==> src/rtl/alu_pkg.sv <==
// Shared ALU encoding, RV32I opcode/funct constants and the ID/EX bundle.
// Used by the ID-side decoder and the EX-stage ALU alike.
package alu_pkg;

  localparam int ALU_CTRL_W = 4;

  localparam logic [3:0] ALU_ADD  = 4'b0000;
  localparam logic [3:0] ALU_SUB  = 4'b0001;
  localparam logic [3:0] ALU_AND  = 4'b0010;
  localparam logic [3:0] ALU_OR   = 4'b0011;
  localparam logic [3:0] ALU_XOR  = 4'b0100;
  localparam logic [3:0] ALU_SLT  = 4'b0101;
  localparam logic [3:0] ALU_SLTU = 4'b0110;
  localparam logic [3:0] ALU_SLL  = 4'b0111;
  localparam logic [3:0] ALU_SRL  = 4'b1000;
  localparam logic [3:0] ALU_SRA  = 4'b1001;

  localparam logic [3:0] BUBBLE_CTRL = ALU_ADD;

  localparam logic [6:0] OPC_OP     = 7'b0110011;
  localparam logic [6:0] OPC_OP_IMM = 7'b0010011;
  localparam logic [6:0] OPC_LOAD   = 7'b0000011;
  localparam logic [6:0] OPC_STORE  = 7'b0100011;
  localparam logic [6:0] OPC_LUI    = 7'b0110111;
  localparam logic [6:0] OPC_AUIPC  = 7'b0010111;
  localparam logic [6:0] OPC_JALR   = 7'b1100111;
  localparam logic [6:0] OPC_JAL    = 7'b1101111;
  localparam logic [6:0] OPC_BRANCH = 7'b1100011;

  localparam logic [2:0] F3_ADD  = 3'b000;
  localparam logic [2:0] F3_SLL  = 3'b001;
  localparam logic [2:0] F3_SLT  = 3'b010;
  localparam logic [2:0] F3_SLTU = 3'b011;
  localparam logic [2:0] F3_XOR  = 3'b100;
  localparam logic [2:0] F3_SR   = 3'b101;
  localparam logic [2:0] F3_OR   = 3'b110;
  localparam logic [2:0] F3_AND  = 3'b111;

  localparam logic [2:0] F3_BEQ  = 3'b000;
  localparam logic [2:0] F3_BNE  = 3'b001;
  localparam logic [2:0] F3_BLT  = 3'b100;
  localparam logic [2:0] F3_BGE  = 3'b101;
  localparam logic [2:0] F3_BLTU = 3'b110;
  localparam logic [2:0] F3_BGEU = 3'b111;

  localparam logic [6:0] F7_ZERO = 7'b0000000;
  localparam logic [6:0] F7_ALT  = 7'b0100000;

  typedef struct packed {
    logic                  valid;
    logic [ALU_CTRL_W-1:0] alu_control;
    logic                  src_imm;
    logic                  branch;
    logic                  br_neg;
    logic                  illegal;
  } id_ex_t;

  localparam id_ex_t ID_EX_BUBBLE = '{
    valid:       1'b0,
    alu_control: BUBBLE_CTRL,
    src_imm:     1'b0,
    branch:      1'b0,
    br_neg:      1'b0,
    illegal:     1'b0
  };

  // alt picks SUB/SRA over ADD/SRL; ignored for other funct3
  function automatic logic [3:0] f3_alu(
    input logic [2:0] f3,
    input logic       alt
  );
    logic [3:0] op;
    op = ALU_ADD;
    unique case (f3)
      F3_ADD:  op = alt ? ALU_SUB : ALU_ADD;
      F3_SLL:  op = ALU_SLL;
      F3_SLT:  op = ALU_SLT;
      F3_SLTU: op = ALU_SLTU;
      F3_XOR:  op = ALU_XOR;
      F3_SR:   op = alt ? ALU_SRA : ALU_SRL;
      F3_OR:   op = ALU_OR;
      F3_AND:  op = ALU_AND;
    endcase
    return op;
  endfunction

endpackage

==> src/rtl/alu_op_decode.sv <==
// Combinational opcode/funct -> ALU control decode.
// ALU_CTRL_ILLEGAL_CHECK_EN enables funct7 legality checks and illegal flag.
module alu_op_decode
  import alu_pkg::*;
(
  input  logic [6:0]            opcode,
  input  logic [2:0]            funct3,
  input  logic [6:0]            funct7,
  output logic [ALU_CTRL_W-1:0] alu_control,
  output logic                  src_imm,
  output logic                  branch,
  output logic                  br_neg,
  output logic                  illegal
);

  logic       bad;
  logic [3:0] op;
  logic       imm;
  logic       br;
  logic       neg;

  always_comb begin
    op  = ALU_ADD;
    imm = 1'b0;
    br  = 1'b0;
    neg = 1'b0;
    bad = 1'b0;
    unique case (1'b1)
      opcode == OPC_OP: begin
        op = f3_alu(funct3, funct7[5]);
`ifdef ALU_CTRL_ILLEGAL_CHECK_EN
        if (funct3 == F3_ADD || funct3 == F3_SR)
          bad = funct7 != F7_ZERO && funct7 != F7_ALT;
        else
          bad = funct7 != F7_ZERO;
`endif
      end
      opcode == OPC_OP_IMM: begin
        imm = 1'b1;
        op  = f3_alu(funct3,
                     funct7[5] && funct3 == F3_SR);
`ifdef ALU_CTRL_ILLEGAL_CHECK_EN
        if (funct3 == F3_SLL)
          bad = funct7 != F7_ZERO;
        else if (funct3 == F3_SR)
          bad = funct7 != F7_ZERO && funct7 != F7_ALT;
`endif
      end
      opcode == OPC_LOAD  || opcode == OPC_STORE ||
      opcode == OPC_LUI   || opcode == OPC_AUIPC ||
      opcode == OPC_JALR  || opcode == OPC_JAL: begin
        imm = 1'b1;
      end
      opcode == OPC_BRANCH: begin
        br = 1'b1;
        unique case (funct3)
          F3_BEQ:  op = ALU_SUB;
          F3_BNE:  begin op = ALU_SUB; neg = 1'b1; end
          F3_BLT:  op = ALU_SLT;
          F3_BGE:  begin op = ALU_SLT; neg = 1'b1; end
          F3_BLTU: op = ALU_SLTU;
          F3_BGEU: begin op = ALU_SLTU; neg = 1'b1; end
          default: bad = 1'b1;
        endcase
      end
      default: bad = 1'b1;
    endcase
  end

  // illegal encodings collapse to a plain non-branch ADD
  assign alu_control = bad ? ALU_ADD : op;
  assign src_imm     = imm & ~bad;
  assign branch      = br  & ~bad;
  assign br_neg      = neg & ~bad;

`ifdef ALU_CTRL_ILLEGAL_CHECK_EN
  assign illegal = bad;
`else
  assign illegal = 1'b0;
`endif

endmodule

==> src/rtl/alu_ctrl_stage.sv <==
// ID-side ALU control decode registered into the ID/EX boundary.
// ex_illegal is live only with ALU_CTRL_ILLEGAL_CHECK_EN defined.
module alu_ctrl_stage
  import alu_pkg::*;
(
  input  logic                  clk,
  input  logic                  rst,
  input  logic                  id_valid,
  input  logic [6:0]            id_opcode,
  input  logic [2:0]            id_funct3,
  input  logic [6:0]            id_funct7,
  input  logic                  stall,
  input  logic                  flush,
  output logic                  ex_valid,
  output logic [ALU_CTRL_W-1:0] ex_alu_control,
  output logic                  ex_alu_src_imm,
  output logic                  ex_branch,
  output logic                  ex_br_neg,
  output logic                  ex_illegal
);

  id_ex_t dec;
  id_ex_t q;

  assign dec.valid = 1'b1;

  alu_op_decode u_dec (
    .opcode      (id_opcode),
    .funct3      (id_funct3),
    .funct7      (id_funct7),
    .alu_control (dec.alu_control),
    .src_imm     (dec.src_imm),
    .branch      (dec.branch),
    .br_neg      (dec.br_neg),
    .illegal     (dec.illegal)
  );

  always_ff @(posedge clk or posedge rst) begin
    if (rst)
      q <= ID_EX_BUBBLE;
    else if (flush)
      q <= ID_EX_BUBBLE;
    else if (!stall)
      q <= id_valid ? dec : ID_EX_BUBBLE;
  end

  assign ex_valid       = q.valid;
  assign ex_alu_control = q.alu_control;
  assign ex_alu_src_imm = q.src_imm;
  assign ex_branch      = q.branch;
  assign ex_br_neg      = q.br_neg;
  assign ex_illegal     = q.illegal;

endmodule

==> config.mk <==
export PLATFORM = sky130hd
export DESIGN_NAME = alu_ctrl_stage
export DESIGN_NICKNAME = d
export VERILOG_FILES = /design/src/rtl/alu_pkg.sv /design/src/rtl/alu_op_decode.sv /design/src/rtl/alu_ctrl_stage.sv
export SDC_FILE = /design/constraint.sdc
export NUM_CORES = 1
export LEC_CHECK = 0
export BUFFER_PORTS_ARGS = -buffer_cell sky130_fd_sc_hd__buf_2
export CAP_MARGIN = 20
export CORE_UTILIZATION = 30
export DETAILED_ROUTE_END_ITERATION = 7
export SLEW_MARGIN = 10
export SYNTH_ARGS = -nofsm -noshare
export SYNTH_HDL_FRONTEND = slang
export SYNTH_SLANG_ARGS = --single-unit
==> constraint.sdc <==
create_clock -name clk -period 1.3 [get_ports clk]
set_clock_uncertainty 0.1 [all_clocks]
set_input_delay 0.13 -clock clk [delete_from_list [all_inputs] [get_ports clk]]
set_output_delay 0.13 -clock clk [all_outputs]
set_load 0.02 [all_outputs]
==> results.toml, run 1 <==
[cells_and_area]
final_layout_size_suffix_gt1_frac = 0.402
n_fill_cell = 147
seqCellArea_um2 = 200
multi_input_logic_area_um2 = 270
antenna-diode-count = 0
synthToLayoutAreaGrowth_pct = 36.6
layout.nets = 106
finalCoreUtilization = 0.444

[flow_run]
maxCapViolations = 0

[setup_path]
cp_slowest_stage_delay_ns = 0.36
crit_type = "in2reg"
worst_ep_arrival_time_ns = 1.11
timing.critical_path.cells = "buf_2 -> and4bb_2 -> nand2b_4 -> o31ai_1 -> a21oi_1 -> o21ai_1"
critPathSlowestCell = "and4bb_2"
worstSetupEndpointType = "flop"
critical_path.startpoint_type = "input port"
timing.critical_path.max_delay_family = "simple AND/OR/NAND/NOR gates"
critical_path_required_ns = 1.38
critical_path_buf_inv_count = 1
critical_path.max_fanout = 6

[yosys]
largest_family_of_logic_cells_by_synthesized_area = "compound AO/OA/AOI/OAI gates"
ys_ff_latch = 8
synth-compound-area-share = 0.274
synthesis.nets = 76
post_synth_fa_ha_maj_area_fraction = 0
number_of_enable_type_register_cells_in_the_synthesized_netlist = 0
synth.area.mux_share = 0
syn_inst = 54
synth-xor-area-share = 0
netlist_cell_types = 29
ys.warnings.count = 0
synth_simple_gate_area_frac = 0.271
yosysSeqAreaShare = 0.409
ys_dominant_reg_cell = "dfrtp_1"
ys_async_sr_fraction = 1.00
post_synth_instance_area_um2 = 489
syn_avg_cell_area_um2 = 9.06

[route]
number_of_antenna_violating_nets_in_the_routed_design = 0
detail_route.wirelength_mm = 1.12
wl_per_cell_um = 11.4
drtPass1Iterations = 4
post_route_drc_violation_count = 0
first_iter_violations = 12
dr_total_vias = 517
vias_per_cell = 5.28

[timing]
report.final.slew_viol_count = 0
fin_crit_sh = 0.796
finalSetupTns_ns = 0
rsz0062_at_grt = "no"
final.setup.worst_slack_ns = 0.265
post-route-min-period_ns = 1.03
setup_viol = 0
achievable-frequency_mhz = 967
final-hold-violation-count = 0

[die]
die_width_um = 42.4
placementRows = 14
die_h_um = 42.4
core_region_area_um2 = 1510
die_area_um2 = 1800
initial_utilization = 0.325
floorplan.io_pins = 31

[place]
detailedPlace.worstSlack_ns = 0.0243
gp_congestion = 0.722
buffer_ports.inserted = 23
dp_hpwl_um = 883

[clock_network]
cts_max_level = 1
cts-root-buf = "clkbuf_4"
number_of_buffers_added_for_setup_after_cts = 0
numClockSinks = 8
cts_resized = 0
clock_latency_ns = 0.25
tritoncts = "built"
tritoncts.num_buffers = 3
path_clk_slew_ns = 0.05
clk_path_buf_depth = 2

[hold_path]
worstHoldPathType = "in2reg"

[global_route]
grt_pass1_wl_mm = 1.88
initial_antenna_violation_count = 0
first_global_vias = 452
grt_start_max_net_pins = 9
grt_remaining_overflow = 0
groute.usage.overall = 0.139

[status]
run_status = "complete, no violations"

[power]
leakage_nw = 0.341
vdd.ir_drop.worst_uv = 240
powerDensity_nw_per_um2 = 787
## worst paths after layout
| kind | from | endpoint | slack (ns) | cells past startpoint |
|---|---|---|---|---|
| worst max-delay path | id_opcode[2] | ex_alu_control[2] | 0.27 | 6 |
| worst min-delay path | id_opcode[0] | ex_alu_src_imm | 0.07 | 3 |
| worst max register to register | ex_branch | ex_branch | 0.52 | 1 |
| worst min register to register | ex_valid | ex_valid | 0.37 | 1 |
| max in group asynchronous | rst | ex_valid | 0.61 | 3 |
| min in group asynchronous | rst | ex_alu_control[2] | 0.26 | 3 |
## metal layers
metal  GRT usage  wire (um)  up-vias
met2       0.194        475       26
met4       0.113         14        0
met1       0.189        542      233
met3      0.0172         90        2
met5           0          0        -
li1            -          -      256
## power by group
group          switching, mW  internal (mW)
combinational         0.0486         0.0423
sequential          0.000865          0.251
clock                 0.0777          0.105
## cell usage in the layout, fill, tap and decap left out, types with 2 or more instances in the layout
| cell type | instances |
|---|---|
| a21o_1 | 2 |
| a21oi_1 | 3 |
| buf_2 | 23 |
| buf_4 | 3 |
| clkbuf_4 | 3 |
| dfrtp_1 | 8 |
| nand2_1 | 7 |
| nand2b_1 | 2 |
| nor2b_1 | 3 |
| o21ai_0 | 4 |
| o21ai_1 | 3 |
| o31ai_1 | 2 |
## state kept, by name, indices dropped and copies added, names as in the netlist
name / cells
ex_alu_control: 4
ex_alu_src_imm: 1
ex_br_neg: 1
ex_branch: 1
ex_valid: 1
## layout make-up
| class | instances | share of cell area |
|---|---|---|
| Multi-Input combinational cell | 42 | 0.404 |
| Sequential cell | 8 | 0.300 |
| Timing Repair Buffer | 27 | 0.221 |
| Clock buffer | 3 | 0.0337 |
| Tap cell | 16 | 0.0300 |
| Inverter | 2 | 0.0112 |
## Yosys cell counts, drive strengths merged (2+ instances only)
library cell,instances,area share
nand2,7,0.054
nor3b,2,0.041
nor2b,3,0.038
a21o,2,0.031
o31ai,2,0.031
nand2b,3,0.054
o21ai,7,0.072
dfrtp,8,0.41
inv,2,0.015
a21oi,3,0.031
## stage by stage
stage	power (mW)	hold WS (ns)	area, um^2	instances
floorplan	0.300	-0.154	489	54
global placement	0.344	-0.0137	636	94
detailed placement	0.345	-0.0106	636	94
CTS	0.540	0.0538	668	98
global route	0.561	0.0779	668	98
finish	0.526	0.0651	668	98
## repair_timing
item                       CTS  global route
setup endpoints to repair    0             0
hold buffers                 1             0
hold endpoints to repair     8             0
## logic make-up after synthesis
logic type             Yosys count
AOI/OAI and AO/OA               20
buffers and inverters            4
DFF                              8
other                            1
and+or+nand+nor                 21
Note: power is estimated with default switching activity, not from simulation.
==> run 2: changes to the inputs <==
==> constraint.sdc (replaced) <==
create_clock -name clk -period 1.05 [get_ports clk]
set_clock_uncertainty 0.1 [all_clocks]
set_input_delay 0.105 -clock clk [delete_from_list [all_inputs] [get_ports clk]]
set_output_delay 0.105 -clock clk [all_outputs]
set_load 0.02 [all_outputs]
==> results.toml, run 2 (same netlist as run 1, synthesis figures left out) <==
[place]
post_dp_cell_area_um2 = 681
dp_hpwl_um = 966
detailedPlace.worstSlack_ns = -0.207
gp_congestion = 0.817
buffer_ports.inserted = 23
placedCellCount = 100

[route]
post_route_drc_violation_count = 0
wl_per_cell_um = 12.2
dr_total_vias = 548
detail_route.wirelength_mm = 1.29
drtPass1Iterations = 4
first_iter_violations = 7
vias_per_cell = 5.22
number_of_antenna_violating_nets_in_the_routed_design = 0

[hold_path]
hold_path_end = "ex_alu_src_imm"
worstHoldPathType = "in2reg"
timing.hold.worst_path_depth = 3
hold_start = "id_opcode[0]"

[clock_network]
cts_max_level = 1
clock_latency_ns = 0.25
path_clk_slew_ns = 0.05
numClockSinks = 8
clk_path_buf_depth = 2
cts-root-buf = "clkbuf_4"
tritoncts.num_buffers = 3
tritoncts = "built"

[cells_and_area]
largest_register_ffs = 4
final-instance-count-excl-fill = 105
multi_input_logic_area_um2 = 285
layout.nets = 113
final_cell_mix = "buf_2, buf_4, dfrtp_1"
finalCoreUtilization = 0.488
n_fill_cell = 152
final_layout_size_suffix_gt1_frac = 0.461
seqCellArea_um2 = 200
layout.cells.most_common = "buf_2"
final_design_area_no_fill_um2 = 736
synthToLayoutAreaGrowth_pct = 50.4
antenna-diode-count = 0

[timing]
final.setup.worst_slack_ns = -0.0643
tightestPinTransition_ns = 0.508
finalSetupTns_ns = -0.0643
whs_ns = 0.0278
post-route-min-period_ns = 1.11
achievable-frequency_mhz = 897
report.final.slew_viol_count = 0
slew_limit_headroom = 0.660
final-hold-violation-count = 0
fin_crit_sh = 1.06
setup_viol = 1

[setup_path]
cp_slowest_stage_delay_ns = 0.36
worst_ep_arrival_time_ns = 1.20
critical_path.max_fanout = 6
critPathSlowestCell = "and4bb_4"
critical_path.startpoint_type = "input port"
worstSetupEndpointType = "flop"
timing.critical_path.cells = "buf_2 -> and4bb_4 -> nand2b_4 -> o31ai_1 -> a21oi_1 -> o21ai_1"
crit-reg2reg-launch = "ex_alu_control[0]"
ff2ff_setup_slack_ns = 0.25
reg2reg_depth = 1
crit_type = "in2reg"
critical_path_required_ns = 1.13
timing.rr.end = "ex_alu_control[0]"

[die]
floorplan.io_pins = 31
placementRows = 14
initial_utilization = 0.325
core_region_area_um2 = 1510
die_h_um = 42.4
die_width_um = 42.4
die_area_um2 = 1800

[power]
clock_power_share = 0.343
netSwitchingPower_mw = 0.168
p_int_mw = 0.510
post-layout-total-power_mw = 0.678
leakage_nw = 0.378
vdd.ir_drop.worst_uv = 338
share_comb_of_total_power = 0.197
switching_share = 0.248
powerDensity_nw_per_um2 = 921
power_frac_seq = 0.461

[global_route]
initial_antenna_violation_count = 0
groute.usage.overall = 0.149
first_global_vias = 475
grt_remaining_overflow = 0
grt_pass1_wl_mm = 1.97
grt_start_max_net_pins = 9

[status]
violations_in_the_final_reports = "setup timing"
run_status = "finished with violations"

[flow_run]
maxCapViolations = 0
## run 2: cell count changes in the layout (fill, tap and decap cells not counted)
cell,delta
buf_4,+7
and4bb_4,+1
and4bb_2,-1
nor3b_1,-1
nor3b_4,+1
## run 2: worst max path at each step
| stage | startpoint | to | slack [ns] | depth (start not counted) |
|---|---|---|---|---|
| final | id_opcode[2] | ex_alu_control[2] | -0.06 | 6 |
| after global routing | id_opcode[2] | ex_alu_control[2] | -0.16 | 6 |
| after CTS | ex_alu_control[0] | ex_alu_control[0] | 0.04 | 1 |
| after detailed placement | id_opcode[2] | ex_alu_control[1] | -0.21 | 6 |
| after global placement | id_opcode[2] | ex_alu_control[2] | -0.17 | 6 |
| after floorplan | id_opcode[2] | ex_alu_control[2] | -0.006 | 5 |
## run 2: worst max-delay path: cells and delay by family
kind	cells	cell delay [ns]
simple gates	2	0.44
compound gates	3	0.54
buf+inv	1	0.11
## run 2: layout make-up
type | count | area share
clock buffer | 3 | 0.0306
inverter | 2 | 0.0102
timing repair buffer | 34 | 0.272
multi-input combinational | 42 | 0.388
sequential | 8 | 0.272
tap | 16 | 0.0272
## run 2: power by group through the flow
stage	combinational (mW)	sequential (mW)	clock [mW]
2_1_floorplan	0.0500	0.321	0
5_1_grt	0.149	0.312	0.250
4_1_cts	0.128	0.312	0.238
3_5_place_dp	0.125	0.318	0
3_3_place_gp	0.123	0.318	0
6_report	0.133	0.312	0.232
## run 2: timing repair
action,in CTS,in global routing
endpoints found under the setup margin,0,2
hold buffers,1,0
setup buffers,0,1
endpoints found under the hold margin,8,0
resized for setup,0,3
## run 2: layer usage
layer	GRT usage	wire, um	vias up
met5	0	0	-
met4	0.144	38	0
met3	0.0259	74	4
met2	0.228	604	27
met1	0.173	567	247
li1	-	-	270
==> run 3: changes to the inputs <==
==> constraint.sdc (replaced) <==
create_clock -name clk -period 1.15 [get_ports clk]
set_clock_uncertainty 0.1 [all_clocks]
set_input_delay 0.115 -clock clk [delete_from_list [all_inputs] [get_ports clk]]
set_output_delay 0.115 -clock clk [all_outputs]
set_load 0.02 [all_outputs]
==> results.toml, run 3 (same netlist as run 1, synthesis figures left out) <==
[setup_path]
cp_slowest_stage_delay_ns = 0.35
worstSetupEndpointType = "flop"
timing.critical_path.cells = "buf_2 -> and4bb_2 -> nand2b_4 -> o31ai_1 -> a21oi_1 -> o21ai_1"
crit_type = "in2reg"
timing.rr.end = "ex_alu_control[0]"
critical_path_required_ns = 1.22
worst_ep_arrival_time_ns = 1.08
ff2ff_setup_slack_ns = 0.35
critical_path.max_fanout = 6
crit-reg2reg-launch = "ex_alu_control[0]"
critical_path.startpoint_type = "input port"
reg2reg_depth = 1
timing.critical_path.max_delay_family = "simple AND/OR/NAND/NOR gates"
critical_path_buf_inv_count = 1
critPathSlowestCell = "and4bb_2"

[clock_network]
numClockSinks = 8
path_clk_slew_ns = 0.05
cts_max_level = 1
number_of_buffers_added_for_setup_after_cts = 0
clk_path_buf_depth = 2
tritoncts = "built"
cts_resized = 0
cts-root-buf = "clkbuf_4"
clock_latency_ns = 0.24
tritoncts.num_buffers = 3

[global_route]
first_global_vias = 453
use_met2 = 0.182
grt_remaining_overflow = 0
initial_antenna_violation_count = 0
met3_usage = 0.0172
globalRouteMet1Util = 0.197
grt_pass1_wl_mm = 1.86
groute.usage.overall = 0.130
grt_busiest_layer = "met1"
grt_start_max_net_pins = 9

[hold_path]
hold_path_end = "ex_alu_src_imm"
timing.hold.worst_path_depth = 3
worstHoldPathType = "in2reg"
hold_start = "id_opcode[0]"

[timing]
achievable-frequency_mhz = 989
setup_viol = 0
final-hold-violation-count = 0
fin_crit_sh = 0.879
rsz0062_at_grt = "no"
whs_ns = 0.0502
report.final.slew_viol_count = 0
slew_limit_headroom = 0.662
tightestPinTransition_ns = 0.507
finalSetupTns_ns = 0
post-route-min-period_ns = 1.01
final.setup.worst_slack_ns = 0.139

[route]
drtPass1Iterations = 4
number_of_antenna_violating_nets_in_the_routed_design = 0
vias_per_cell = 5.10
dr_total_vias = 515
detail_route.wirelength_mm = 1.06
post_route_drc_violation_count = 0
first_iter_violations = 3
wl_per_cell_um = 10.5

[cells_and_area]
finalCoreUtilization = 0.458
layout.cells.most_common = "buf_2"
antenna-diode-count = 0
n_fill_cell = 163
synthToLayoutAreaGrowth_pct = 41.2
largest_register_ffs = 4
final_cell_mix = "buf_2, dfrtp_1, nand2_1"
final_design_area_no_fill_um2 = 691
layout.nets = 109
final_layout_size_suffix_gt1_frac = 0.424

[die]
initial_utilization = 0.325
die_h_um = 42.4
die_width_um = 42.4
core_region_area_um2 = 1510
die_area_um2 = 1800
floorplan.io_pins = 31
placementRows = 14

[place]
detailedPlace.worstSlack_ns = -0.106
buffer_ports.inserted = 23
post_dp_cell_area_um2 = 658
gp_congestion = 0.814
dp_hpwl_um = 912

[power]
vdd.ir_drop.worst_uv = 323
share_comb_of_total_power = 0.181
p_int_mw = 0.457
switching_share = 0.236
clock_power_share = 0.342
power_frac_seq = 0.477
powerDensity_nw_per_um2 = 866
netSwitchingPower_mw = 0.141
leakage_nw = 0.354

[flow_run]
maxCapViolations = 0

[status]
run_status = "complete, no violations"
-- run 3: cell types whose count changed in the layout (fill, tap and decap cells not counted), sizes merged --
cell and change:
buf -4
-- run 3: worst max path at each step --
stage	from	end	slack [ns]	cells after the start
finish	id_opcode[2]	ex_alu_control[2]	0.14	6
global route	id_opcode[2]	ex_alu_control[1]	0.06	6
CTS	id_opcode[2]	ex_alu_control[2]	0.14	6
detailed placement	id_opcode[2]	ex_alu_control[2]	-0.11	6
global placement	id_opcode[2]	ex_alu_control[2]	-0.11	6
floorplan	id_opcode[2]	ex_alu_control[2]	0.08	5
-- run 3: what timing repair did --
action	4_1_cts	5_1_grt
hold buffers	1	0
endpoints found under the hold margin	8	0
setup endpoints to repair	0	0
-- run 3: power by group through the flow --
stage | clock [mW] | combinational [mW] | sequential [mW]
after floorplan | 0 | 0.0457 | 0.293
after global placement | 0 | 0.106 | 0.290
after detailed placement | 0 | 0.107 | 0.290
after CTS | 0.212 | 0.110 | 0.285
after global routing | 0.228 | 0.121 | 0.285
final | 0.205 | 0.108 | 0.285
-- run 3: area by class of cell --
type | count | area [um^2] | area share
inverters | 2 | 7.51 | 0.0109
repair buffers | 30 | 170 | 0.246
flip-flops and latches | 8 | 200 | 0.290
multi-input cells | 42 | 270 | 0.391
well taps | 16 | 20.0 | 0.0290
clock buffers | 3 | 22.5 | 0.0326
-- run 3: stage by stage --
step	power, mW	instances
after floorplan	0.339	54
after global placement	0.396	97
after detailed placement	0.397	97
after CTS	0.607	101
after global routing	0.634	101
final	0.598	101
-- run 3: layer usage --
| metal | up-vias | routed length, um |
|---|---|---|
| met2 | 22 | 452 |
| met5 | - | 0 |
| met4 | 0 | 0 |
| li1 | 262 | - |
| met3 | 0 | 76 |
| met1 | 231 | 529 |
